## src/rtl/uart_pkg.sv

```systemverilog
// Shared types and helpers for the oversampling UART receiver and its baud tick.
package uart_pkg;

    typedef enum logic [2:0] {
        IDLE,
        START,
        DATA,
        PARITY,
        STOP,
        BREAK
    } uart_state_t;

    localparam int OVERSAMPLE_DEF = 16;

    // Clocks per sample tick, truncated.
    function automatic int calc_div(input int clk_freq, input int baud, input int oversample);
        return clk_freq / (baud * oversample);
    endfunction

    // Mid-bit sample index; the majority window is mid-1 .. mid+1.
    function automatic int calc_mid(input int oversample);
        return oversample / 2;
    endfunction

endpackage

```

## src/rtl/uart_baud_tick.sv

```systemverilog
// Restartable down-counter producing a one-cycle tick every DIV clocks.
module uart_baud_tick #(
    parameter int DIV = 10
) (
    input  logic clk,
    input  logic rst,
    input  logic restart,
    output logic tick
);
    localparam int CW = (DIV > 1) ? $clog2(DIV) : 1;
    localparam logic [CW-1:0] RELOAD = CW'(DIV - 1);

    logic [CW-1:0] cnt;

    // Count down to terminal count, reload and pulse; restart realigns the phase.
    always_ff @(posedge clk or negedge rst) begin
        if (!rst) begin
            cnt  <= RELOAD;
            tick <= 1'b0;
        end else if (restart) begin
            cnt  <= RELOAD;
            tick <= 1'b0;
        end else if (cnt == '0) begin
            cnt  <= RELOAD;
            tick <= 1'b1;
        end else begin
            cnt  <= cnt - 1'b1;
            tick <= 1'b0;
        end
    end

endmodule

```

## src/rtl/uart_rx_os.sv

```systemverilog
// Oversampling UART receiver: majority-voted mid-bit sampling, valid/ready output,
// per-frame framing/parity status and sticky overrun.
//
// state  | meaning
// IDLE   | line idle, waiting for a low level
// START  | validating start bit at mid-bit
// DATA   | shifting in payload bits, LSB first
// PARITY | capturing parity bit
// STOP   | mid-bit stop decision, frame delivered
// BREAK  | stop bit was low, wait for line to return high
module uart_rx_os
    import uart_pkg::*;
#(
    parameter int CLK_FREQ   = 100_000_000,
    parameter int BAUD       = 9600,
    parameter int OVERSAMPLE = OVERSAMPLE_DEF,
    parameter int DATA_BITS  = 8,
    parameter int PARITY_EN  = 0,
    parameter int PARITY_ODD = 0
) (
    input  logic       clk,
    input  logic       rst,
    input  logic       rx,
    input  logic       rx_ready,
    output logic [7:0] data_out,
    output logic       rx_valid,
    output logic       rx_done,
    output logic       frame_err,
    output logic       parity_err,
    output logic       overrun,
    output logic       busy
);
    localparam int DIV = calc_div(CLK_FREQ, BAUD, OVERSAMPLE);
    localparam int M   = calc_mid(OVERSAMPLE);
    localparam int SW  = $clog2(OVERSAMPLE);
    localparam logic [SW-1:0] S_MM1  = SW'(M - 1);
    localparam logic [SW-1:0] S_MID  = SW'(M);
    localparam logic [SW-1:0] S_MP1  = SW'(M + 1);
    localparam logic [SW-1:0] S_LAST = SW'(OVERSAMPLE - 1);
    localparam logic [2:0]    B_LAST = 3'(DATA_BITS - 1);

    uart_state_t state, state_nxt;

    logic          rx_s1, rx_s2;
    logic          tick, restart;
    logic [SW-1:0] s_cnt;
    logic [2:0]    bit_cnt;
    logic [1:0]    samp;
    logic          maj, at_mid, at_last;
    logic          shift_en, par_cap, deliver;
    logic          deliver_req, pend_ferr, par_bit;
    logic [7:0]    shreg, rx_byte;
    logic          par_exp, perr;

    uart_baud_tick #(.DIV(DIV)) u_tick (
        .clk     (clk),
        .rst     (rst),
        .restart (restart),
        .tick    (tick)
    );

    assign maj     = (samp[1] & samp[0]) | (samp[1] & rx_s2) | (samp[0] & rx_s2);
    assign at_mid  = tick && (s_cnt == S_MP1);
    assign at_last = tick && (s_cnt == S_LAST);
    assign rx_byte = shreg >> (8 - DATA_BITS);
    assign par_exp = (^rx_byte) ^ (PARITY_ODD != 0);
    assign perr    = (PARITY_EN != 0) && (par_bit != par_exp);
    assign busy    = (state != IDLE);

    // Two-flop synchronizer for the asynchronous serial line; idles high.
    always_ff @(posedge clk or negedge rst) begin
        if (!rst) begin
            rx_s1 <= 1'b1;
            rx_s2 <= 1'b1;
        end else begin
            rx_s1 <= rx;
            rx_s2 <= rx_s1;
        end
    end

    // FSM state register.
    always_ff @(posedge clk or negedge rst) begin
        if (!rst) state <= IDLE;
        else      state <= state_nxt;
    end

    // Next-state and per-cycle strobes.
    always_comb begin
        state_nxt = state;
        restart   = 1'b0;
        shift_en  = 1'b0;
        par_cap   = 1'b0;
        deliver   = 1'b0;
        case (state)
            IDLE: if (!rx_s2) begin
                state_nxt = START;
                restart   = 1'b1;
            end
            START: begin
                if (at_mid && maj) state_nxt = IDLE;
                else if (at_last)  state_nxt = DATA;
            end
            DATA: begin
                shift_en = at_mid;
                if (at_last && bit_cnt == B_LAST)
                    state_nxt = (PARITY_EN != 0) ? PARITY : STOP;
            end
            PARITY: begin
                par_cap = at_mid;
                if (at_last) state_nxt = STOP;
            end
            // Leave at mid-bit so a back-to-back start edge is not missed.
            STOP: if (at_mid) begin
                deliver   = 1'b1;
                state_nxt = maj ? IDLE : BREAK;
            end
            BREAK: if (rx_s2) state_nxt = IDLE;
            default: state_nxt = IDLE;
        endcase
    end

    // Sample/bit counters, majority window and payload shift register.
    always_ff @(posedge clk or negedge rst) begin
        if (!rst) begin
            s_cnt   <= '0;
            bit_cnt <= '0;
            samp    <= 2'b11;
            shreg   <= '0;
            par_bit <= 1'b0;
        end else begin
            if (state == IDLE)
                s_cnt <= '0;
            else if (tick)
                s_cnt <= (s_cnt == S_LAST) ? '0 : s_cnt + 1'b1;
            if (state != DATA)
                bit_cnt <= '0;
            else if (at_last)
                bit_cnt <= bit_cnt + 1'b1;
            if (tick && (s_cnt == S_MM1 || s_cnt == S_MID))
                samp <= {samp[0], rx_s2};
            if (shift_en) shreg   <= {maj, shreg[7:1]};
            if (par_cap)  par_bit <= maj;
        end
    end

    // Delivery one cycle after the stop decision, plus valid/ready handshake.
    always_ff @(posedge clk or negedge rst) begin
        if (!rst) begin
            deliver_req <= 1'b0;
            pend_ferr   <= 1'b0;
            data_out    <= '0;
            rx_valid    <= 1'b0;
            rx_done     <= 1'b0;
            frame_err   <= 1'b0;
            parity_err  <= 1'b0;
            overrun     <= 1'b0;
        end else begin
            deliver_req <= deliver;
            if (deliver) pend_ferr <= ~maj;
            rx_done <= 1'b0;
            if (rx_valid && rx_ready) overrun <= 1'b0;
            if (deliver_req) begin
                if (!rx_valid || rx_ready) begin
                    data_out   <= rx_byte;
                    frame_err  <= pend_ferr;
                    parity_err <= perr;
                    rx_valid   <= 1'b1;
                    rx_done    <= 1'b1;
                end else begin
                    overrun <= 1'b1;
                end
            end else if (rx_valid && rx_ready) begin
                rx_valid <= 1'b0;
            end
        end
    end

endmodule

```

## config.mk

```make
export PLATFORM = sky130hd
export DESIGN_NAME = uart_rx_os
export DESIGN_NICKNAME = d
export VERILOG_FILES = /design/src/rtl/uart_pkg.sv /design/src/rtl/uart_baud_tick.sv /design/src/rtl/uart_rx_os.sv
export SDC_FILE = /design/constraint.sdc
export NUM_CORES = 1
export LEC_CHECK = 0
export ABC_AREA = 1
export CELL_PAD_IN_SITES_DETAIL_PLACEMENT = 1
export CELL_PAD_IN_SITES_GLOBAL_PLACEMENT = 2
export CORE_MARGIN = 3
export CORE_UTILIZATION = 32
export DETAILED_ROUTE_END_ITERATION = 7
export GPL_TIMING_DRIVEN = 0
export PLACE_DENSITY_LB_ADDON = 0.05
export SETUP_SLACK_MARGIN = 0.4
export SYNTH_ARGS = -nofsm -noshare
export SYNTH_HDL_FRONTEND = slang
export SYNTH_SLANG_ARGS = --single-unit
```

## constraint.sdc

```tcl
create_clock -name clk -period 1.5 [get_ports clk]
set_input_delay 0.3 -clock clk [delete_from_list [all_inputs] [get_ports clk]]
set_output_delay 0.3 -clock clk [all_outputs]
set_load 0.1 [all_outputs]
```

==> qor.csv <==
metric,value,unit
rsz0062_at_grt,true,
grt_max_degree,29,
fp.dieW,89,um
htree_num_levels,2,
power.share.clock,42.2,%
starting_utilization_of_the_core_area,33.9,%
clkLatencyLatePin,0.31,ns
dr.first_iter.drc_count,73,
post-layout-total-power,2.30,mW
clk_pin_slew_worst_paths,0.09,ns
fin_worst_skew,0.0142,ns
worst_setup_path_end_kind,flip-flop,
fillers,715,
post_synthesis_instance_area,0.00220,mm2
dp_hpwl,3.19,mm
firstDrtPassIters,4,
numClockSinks,47,
powerDensity,664,mW/mm2
routabilityCongestion,0.761,
total_switching_power,0.511,mW
share_of_layout_cells_above_drive_strength_1,58.3,%
final-max-slew-violation-count,0,
hp-class,flip-flop to flip-flop,
setup.worst_path.class,flip-flop to flip-flop,
ys_ff_latch,47,
synthesis.nets,255,
grt.total_usage,14.0,%
path_max_fanout,4,
hold_viol,0,
synth-edff-count,0,
min_period,1.45,ns
arrival,1.68,ns
numPlacedInstances,339,
drc,0,
start_kind,flip-flop,
design.core.area,0.00649,mm2
p_comb_share,2.4,%
placedInstanceArea,0.00258,mm2
wire_length_of_the_first_global_routing_pass,8.71,mm
die-area,0.00792,mm2
postSynth.asyncResetShare,100,%
wl,5.29,mm
setup_ws,0.0525,ns
worst_r2r_startpoint,state[1]$_DFFE_PN0P_,
top_layer_used,met4,
ant_diodes,0,
fin_area,0.00346,mm2
regToRegSetupSlack,0.05,ns
detailroute.wirelength.met2,2.74,mm
ys_top_cells_by_count,"sky130_fd_sc_hd__nand2_1 (63), sky130_fd_sc_hd__dfrtp_1 (39), sky130_fd_sc_hd__inv_1 (31), sky130_fd_sc_hd__nand3_1 (16), sky130_fd_sc_hd__o21ai_1 (14)",
non_filler_instance_count_after_layout,396,
synth_area_leader_cell,sky130_fd_sc_hd__dfrtp_1,
synth_most_common_cell,sky130_fd_sc_hd__nand2_1,
area_overhead_of_the_layout_relative_to_synthesis,57.0,%
floorplan.rows,29,
die_height,89,um
ff2ff_path_depth,10,
m1_wl,2.33,mm
crit_required,1.74,ns
timing.rr.end,state[0]$_DFFE_PN0P_,
p_seq_share,55.4,%
synthDistinctLibCells,28,
outcome,"complete, no violations",
tritoncts,yes,
cts_made_buffers,5,
postLayoutCoreUtil,53.3,%
detail_route.wl_per_cell,13.3,um
ios,18,
synthCells,245,
root_buffer,sky130_fd_sc_hd__clkbuf_8,
hold_path_end,rx_s2$_DFF_PN1_,
max-clock-path-buffers,2,
max_rail_drop_vdd,0.578,mV
globalRouteOverflowTotal,0,
drtAntennaViolNets,0,
finish.net_count,328,
synth_sequential_area_ratio,53.8,%
p_leak,1.64,nW
pre_cts_ws,-0.678,ns
min_delay_path_depth,0,
yosys_warnings,0,
met3WireLength,118,um
synth_top_area_share,44.3,%
synth_flop_cell,sky130_fd_sc_hd__dfrtp_1,
via_count_of_the_first_global_routing_pass,1855,
post_drt_via_cell_ratio,4.69,
vias,1859,
number_of_antenna_violations_at_the_first_check_in_global_routing,0,
post_synth.cell_area_avg,9.00,um2
max-cap-violations,0,
switching_part_of_the_total_power,22.2,%
hold_path_startpoint,rx_s1$_DFF_PN1_,
synth.top_cells.by_area,"sky130_fd_sc_hd__dfrtp_1 (44%), sky130_fd_sc_hd__nand2_1 (11%), sky130_fd_sc_hd__dfstp_2 (9.5%)",
internal_power,1.79,mW
buffer_ports.inserted,16,
achievable-frequency,691,MHz
timing.final.crit_share,96.5,%
finalSetupViolCount,0,
==> power groups by stage <==
stage	registers (mW)	clock network (mW)	logic, mW
finish	1.27	0.971	0.0549
global route	1.28	1.05	0.0616
CTS	1.27	1.01	0.0564
detailed placement	1.30	0	0.0553
global placement	1.30	0	0.0501
floorplan	1.30	0	0.0149
==> layer usage <==
layer	global-route usage, %	vias to the layer above
met2	23.6	28
met1	18.3	907
met3	2.58	9
met4	4.60	0
met5	0	-
li1	-	915
==> placed cells by master, fill, tap and decap left out, drive strengths merged <==
cell type,count
dfstp,8
o22ai,1
clkbuf,6
ha,6
nand4,2
inv,38
dlygate4sd2,1
nand3b,1
dlygate4sd3,1
a22oi,1
clkinvlp,1
xor2,6
clkdlybuf4s50,1
a21oi,3
conb,1
nand2,67
nor3,6
bufinv,1
dfrtp,39
nor2,21
o21ai,21
a31oi,2
buf,65
xnor2,2
nand3,18
==> registers in the layout, summed over array words and instances (netlist names), 2 cells and up <==
| signal | count |
|---|---|
| data_out | 8 |
| rx_byte | 8 |
| u_tick.cnt | 10 |
| bit_cnt | 3 |
| s_cnt | 4 |
| samp | 2 |
| state | 3 |
==> through the flow <==
stage | TNS [ns] | hold WS, ns
4_1_cts | 0 | 0.366
2_1_floorplan | 0 | 0.00441
3_5_place_dp | -4.64 | 0.295
6_report | 0 | 0.362
5_1_grt | -0.104 | 0.366
3_3_place_gp | -64.97 | 0.346
==> layout make-up <==
| class | count | area [um2] | share of cell area, % |
|---|---|---|---|
| clock inverter | 3 | 46.3 | 1.34 |
| tap | 77 | 96.3 | 2.78 |
| clock buffer | 5 | 68.8 | 1.99 |
| buffer | 3 | 30.0 | 0.867 |
| inverter | 37 | 149 | 4.30 |
| sequential | 47 | 1210 | 34.9 |
| multi-input combinational | 158 | 1120 | 32.5 |
| timing repair buffer | 66 | 738 | 21.3 |
==> worst max-delay path, cell delays in order, from the launching register on <==
cell and delay (ns):
sky130_fd_sc_hd__dfrtp_2 0.44, sky130_fd_sc_hd__inv_2 0.09, sky130_fd_sc_hd__buf_4 0.12, sky130_fd_sc_hd__nand2_1 0.04
sky130_fd_sc_hd__nor2_1 0.25, sky130_fd_sc_hd__nand2_1 0.12, sky130_fd_sc_hd__nand3_2 0.10, sky130_fd_sc_hd__nor2_4 0.05
sky130_fd_sc_hd__nand2_2 0.08, sky130_fd_sc_hd__nand2_1 0.05, sky130_fd_sc_hd__nand2_1 0.05
==> logic make-up (layout without fill, tap and decap cells) <==
family	after synthesis	after routing	synth area share (%)
buf+inv	40	114	7.21
fa+ha+maj	6	6	3.41
flops	47	47	53.8
simple gates	115	115	25.4
compound gates	28	28	6.81
xor+xnor	8	8	3.18
other cells	1	1	0.170
==> worst max-delay path by stage <==
stage | startpoint | end | slack (ns) | cells after the start
global route | s_cnt[0]$_DFFE_PN0P_ | state[1]$_DFFE_PN0P_ | -0.04 | 8
detailed placement | state[0]$_DFFE_PN0P_ | busy | -0.68 | 3
CTS | s_cnt[1]$_DFFE_PN0P_ | state[0]$_DFFE_PN0P_ | 0.05 | 11
finish | state[1]$_DFFE_PN0P_ | state[0]$_DFFE_PN0P_ | 0.05 | 10
global placement | rst | rx_valid$_DFFE_PN0P_ | -1.65 | 1
floorplan | state[0]$_DFFE_PN0P_ | state[0]$_DFFE_PN0P_ | 0.06 | 6
==> timing repair <==
| action | 4_1_cts | 5_1_grt |
|---|---|---|
| pin swaps | 15 | 13 |
| setup buffers | 29 | 17 |
| hold buffers | 1 | 0 |
| cloned | 2 | 0 |
| setup endpoints to repair | 54 | 76 |
| endpoints found under the hold margin | 11 | 0 |
| gates resized for setup | 146 | 57 |
(Power assumes the default switching activity.)
==> RTL change 1 (config.mk and constraints unchanged) <==
The parameter `BAUD` goes from 9600 to 19200.
--- a/src/rtl/uart_rx_os.sv
+++ b/src/rtl/uart_rx_os.sv
@@ -14,3 +14,3 @@
     parameter int CLK_FREQ   = 100_000_000,
-    parameter int BAUD       = 9600,
+    parameter int BAUD       = 19200,
     parameter int OVERSAMPLE = OVERSAMPLE_DEF,
Behaviour: no difference found for any inputs over 10 cycles, from zero or initial values and one cycle with rst low; that may be too few to reach the edited logic, so the function may still have changed.
==> RTL change 1 against the original RTL <==
  * Clock skew shrank 0.0074 ns
  * Cell area shrank 5.2%
  * Count of clock-buffer cells in the layout grew 2
  * Synthesized cell count shrank 4.9%
  * Sequential cell count shrank 1
  * Worst setup slack lost 0.029 ns
  * Area after synthesis shrank 3.3%
  * Largest cell class unchanged
  * Final cell count shrank 6.1%
  * Critical path type unchanged
  * Routed wire length shrank 5.0%
  * Total power shrank 10%
==> RTL change 1: results (changes against the original RTL) <==
[outcome] status complete, no violations
[cts] post-CTS repair timing setup buffer count 20 [-31%]
[placed_design] placer congestion estimate 0.706 [-7.2%]
[yosys] nets in the synthesized netlist 243 [-4.7%]
[yosys] list of most frequent post-synthesis cells 57 x sky130_fd_sc_hd__nand2_1, 39 x sky130_fd_sc_hd__dfrtp_1, 32 x sky130_fd_sc_hd__inv_1, 14 x sky130_fd_sc_hd__nor2_1, 14 x sky130_fd_sc_hd__o21ai_0
[detailed_routing] total wire length 5020 microns [-5.0%]
[detailed_routing] met2 wire length 2630 microns [-4.0%]
[timing] Fin Hold WS 0.363 ns [+0.00142 ns]
[timing] Period Utilization, post-route 0.984 [+0.0192]
[setup_path] register-to-register setup slack 0.02 ns [-0.03 ns]
[final_layout] layout filler cell count 699 [-2.2%]
[yosys] cell types occupying the most area after synthesis sky130_fd_sc_hd__dfrtp_1 46%, sky130_fd_sc_hd__nand2_1 10%, sky130_fd_sc_hd__dfstp_2 8.6%, sky130_fd_sc_hd__inv_1 5.6%, sky130_fd_sc_hd__o21ai_2 3.7%
[global_routing] Total Routing Usage GR 0.140 [-0.000239]
[global_routing] vias in the first global route 1,751 [-5.6%]
[setup_path] crit path from s_cnt[0]
[min_path] sink of the worst hold path rx_s2
[global_routing] GRT met3 Usage 0.0310 [+0.00524]
[placed_design] Setup WS pre-CTS -0.668 ns [+0.00982 ns]
[setup_path] worst endpoint data arrival time 1.67 ns
[power] VDD IR-drop max 381 uV [-34%]
[detailed_routing] DRC marker count from the first detailed-route iteration 36 [-51%]
[power] static leakage power 1.51 nW [-8.3%]
[yosys] share of synthesized area occupied by flip-flops and latches 0.544 [+0.00599]
[final_layout] number of flip-flops under the largest register name 9 [-1]
[detailed_routing] average vias per placed instance 4.62 [-1.7%]
[global_routing] largest net degree at the start of global routing 36 [+24%]
[yosys] fraction of synthesized cell area in xor and xnor cells 0.0205 [-0.0112]
[yosys] post-synthesis cell type count 30 [+7.1%]
[yosys] compound-gate portion of the synthesized area 0.0980 [+0.0299]
[global_routing] first-pass GRT wire length 8400 microns [-3.6%]
[setup_path] worst reg2reg path depth 9 [-1]
[placed_design] total half-perimeter wirelength after legalization and detailed placement 3070 microns [-3.8%]
[global_routing] met2 global-route usage 0.234 [-0.00261]
[cts] H-tree depth reported by CTS 2 [unchanged]
[global_routing] met1 global-route usage 0.180 [-0.00258]
[final_layout] final-stage net count 304 [-7.3%]
[yosys] adder and majority cell fraction of the synthesized area 0.0352 [+0.00116]
[timing] post-route clock skew 0.00686 ns [-0.00737 ns]
[final_layout] share of layout cells above drive strength 1 0.549 [-0.0339]
[cts] PostCTS Resize Cnt 130 [-11%]
## RTL change 1: final cells by class
class | instances | area [sq um] | area share
clock buffers | 7 | 76.3 | 0.0233
well taps | 77 | 96.3 | 0.0294
inverters | 35 | 134 | 0.0408
multi-input cells | 149 | 1120 | 0.343
plain buffers | 3 | 38.8 | 0.0118
clock inverters | 1 | 7.51 | 0.00229
flip-flops and latches | 46 | 1180 | 0.360
repair buffers | 54 | 622 | 0.190
## RTL change 1: through the flow
| step | power, mW | setup TNS (ns) | utilization | cells | instance area, sq um |
|---|---|---|---|---|---|
| after floorplan | 1.29 | 0 | - | 233 | 2250 |
| after global routing | 2.16 | -0.210 | 0.514 | 372 | 3280 |
| after CTS | 2.10 | 0 | 0.457 | 357 | 2920 |
| after global placement | 1.32 | -61.09 | 0.393 | 326 | 2510 |
| final | 2.06 | 0 | 0.514 | 372 | 3280 |
| after detailed placement | 1.33 | -4.31 | 0.395 | 327 | 2520 |
## RTL change 1: where the power goes
group / internal, mW / leakage, nW / switching [mW]
Combinational: 0.0138 / 0.913 / 0.0408
Sequential: 1.24 / 0.554 / 0.00283
Clock: 0.331 / 0.0385 / 0.431
## RTL change 1: worst max-delay path, stage by stage (launching register included)
cell and delay, ns:
sky130_fd_sc_hd__dfrtp_1 0.41, sky130_fd_sc_hd__buf_6 0.12, sky130_fd_sc_hd__ha_4 0.14, sky130_fd_sc_hd__nand4_1 0.14, sky130_fd_sc_hd__nand2_2 0.12, sky130_fd_sc_hd__nand3_2 0.09, sky130_fd_sc_hd__nor2_4 0.18, sky130_fd_sc_hd__nand2_4 0.07
sky130_fd_sc_hd__nand2_1 0.06, sky130_fd_sc_hd__nand2_1 0.05
==> RTL change 2 (same settings) <==
Without the edit above. Encoding of `uart_state_t`: now one-hot (6 bits for 6 states).
--- a/src/rtl/uart_pkg.sv
+++ b/src/rtl/uart_pkg.sv
@@ -3,9 +3,9 @@
 
-    typedef enum logic [2:0] {
-        IDLE,
-        START,
-        DATA,
-        PARITY,
-        STOP,
-        BREAK
+    typedef enum logic [5:0] {
+        IDLE   = 6'b000001,
+        START  = 6'b000010,
+        DATA   = 6'b000100,
+        PARITY = 6'b001000,
+        STOP   = 6'b010000,
+        BREAK  = 6'b100000
     } uart_state_t;
Formal check against the unedited RTL: no difference found for any inputs over 10 cycles, from zero or initial values and one cycle with rst low; not proved beyond that.
==> RTL change 2 against the original RTL <==
  * Cell area grew 6.9%
  * Sequential cell count increased by 2
  * The run now ends with negative hold slack, negative setup slack left
  * Routed wire length rose by 13%
  * Clock skew is 0.0086 ns lower
  * Area after synthesis is 6.1% higher
  * Final cell count increased by 7.1%
  * Via count up 3.4%
  * Die area up 5.7%
  * Register-to-register slack got worse by 0.15 ns
  * Worst setup slack worse by 0.18 ns
Power is not compared: it rests on default switching activity, and its combinational part moved more than twofold at a synthesized area within 25%.
==> RTL change 2: results (changes against the original RTL) <==
[outcome] status finished, violations left
[outcome] violations in the final reports negative hold slack, negative setup slack
[placed_design] Setup WS pre-CTS -0.732 ns [-0.0543 ns]
[final_layout] layout filler cell count 760 [+6.3%]
[detailed_routing] average vias per placed instance 4.53 [-3.4%]
[setup_path] largest fanout of any net on the critical path 2 [-2]
[global_routing] met1 global-route usage 0.193 [+0.0101]
[yosys] compound-gate portion of the synthesized area 0.0775 [+0.00944]
[yosys] nets in the synthesized netlist 271 [+6.3%]
[final_layout] Non-Filler Instances 424 [+7.1%]
[timing] post-route clock skew 0.00567 ns [-0.00856 ns]
[final_layout] num sequential 49 [+4.3%]
[final_layout] clk_buf instances 6 [+1]
[global_routing] vias in the first global route 2,044 [+10%]
[setup_path] worst endpoint data arrival time 1.33 ns [-0.35 ns]
[placed_design] Cells after DPL 373 [+10%]
[final_layout] share of final layout cell area taken by clock buffers and inverters 0.0233 [-0.00991]
[global_routing] GRT met3 Usage 0.0298 [+0.00402]
[global_routing] met2 global-route usage 0.256 [+0.0201]
[final_layout] count of multi-input gates 174 [+10%]
[timing] endpoints failing setup 15 [+15]
[setup_path] register-to-register setup slack -0.10 ns [-0.15 ns]
[yosys] list of most frequent post-synthesis cells 62 x sky130_fd_sc_hd__nand2_1, 40 x sky130_fd_sc_hd__dfrtp_1, 30 x sky130_fd_sc_hd__inv_1, 22 x sky130_fd_sc_hd__nor2_1, 20 x sky130_fd_sc_hd__nand3_1
[yosys] share of synthesized area occupied by flip-flops and latches 0.529 [-0.00915]
[detailed_routing] met2 wire length 3110 microns [+14%]
[placed_design] instance area at placement 0.00275 sq mm [+6.5%]
[timing] total count of hold-check failures in the final report 18 [+18]
[yosys] cell types occupying the most area after synthesis sky130_fd_sc_hd__dfrtp_1 43%, sky130_fd_sc_hd__dfstp_2 10%, sky130_fd_sc_hd__nand2_1 9.9%, sky130_fd_sc_hd__inv_1 4.8%, sky130_fd_sc_hd__nand3_1 4.3%
[setup_path] critical path type flop to output pin
[placed_design] total half-perimeter wirelength after legalization and detailed placement 3480 microns [+9.0%]
[final_layout] share of layout cells above drive strength 1 0.555 [-0.0282]
[timing] least setup slack across all paths after layout -0.132 ns [-0.184 ns]
[final_layout] Inverters 33 [-11%]
[min_path] class of the most critical hold timing path primary input to asynchronous set/reset pin
[global_routing] first-pass GRT wire length 10,100 microns [+16%]
[detailed_routing] routed metal-1 wire length 2630 microns [+13%]
[global_routing] Total Routing Usage GR 0.150 [+0.00996]
[yosys] Syn Inst Count 260 [+6.1%]
[setup_path] worst reg2reg path depth 9 [-1]
[timing] Fin Hold WS -0.0639 ns [-0.426 ns]
[final_layout] combined area of the multi-input logic cells 0.00130 sq mm [+16%]
[final_layout] fraction of area in non-clock buffers 0.216 [-0.00614]
[final_layout] fraction of area in registers 0.340 [-0.00927]
[yosys] adder and majority cell fraction of the synthesized area 0.0374 [+0.00338]
## RTL change 2: cell count changes after synthesis, moves of 3 or more
| cell | delta |
|---|---|
| sky130_fd_sc_hd__nand2_2 | +3 |
| sky130_fd_sc_hd__nand3_1 | +4 |
| sky130_fd_sc_hd__nor2_2 | -6 |
| sky130_fd_sc_hd__o21ai_1 | -13 |
| sky130_fd_sc_hd__nor2_1 | +16 |
| sky130_fd_sc_hd__o21ai_2 | +6 |
| sky130_fd_sc_hd__xor2_1 | -4 |
| sky130_fd_sc_hd__o21ai_0 | +10 |
| sky130_fd_sc_hd__nor3_1 | -4 |
## RTL change 2: worst max-delay path: stages, from the launching register on
cell and delay, ns:
sky130_fd_sc_hd__dfstp_2 0.57, sky130_fd_sc_hd__inv_2 0.05, sky130_fd_sc_hd__nor2_4 0.16, sky130_fd_sc_hd__nand2_8 0.08
sky130_fd_sc_hd__buf_12 0.17
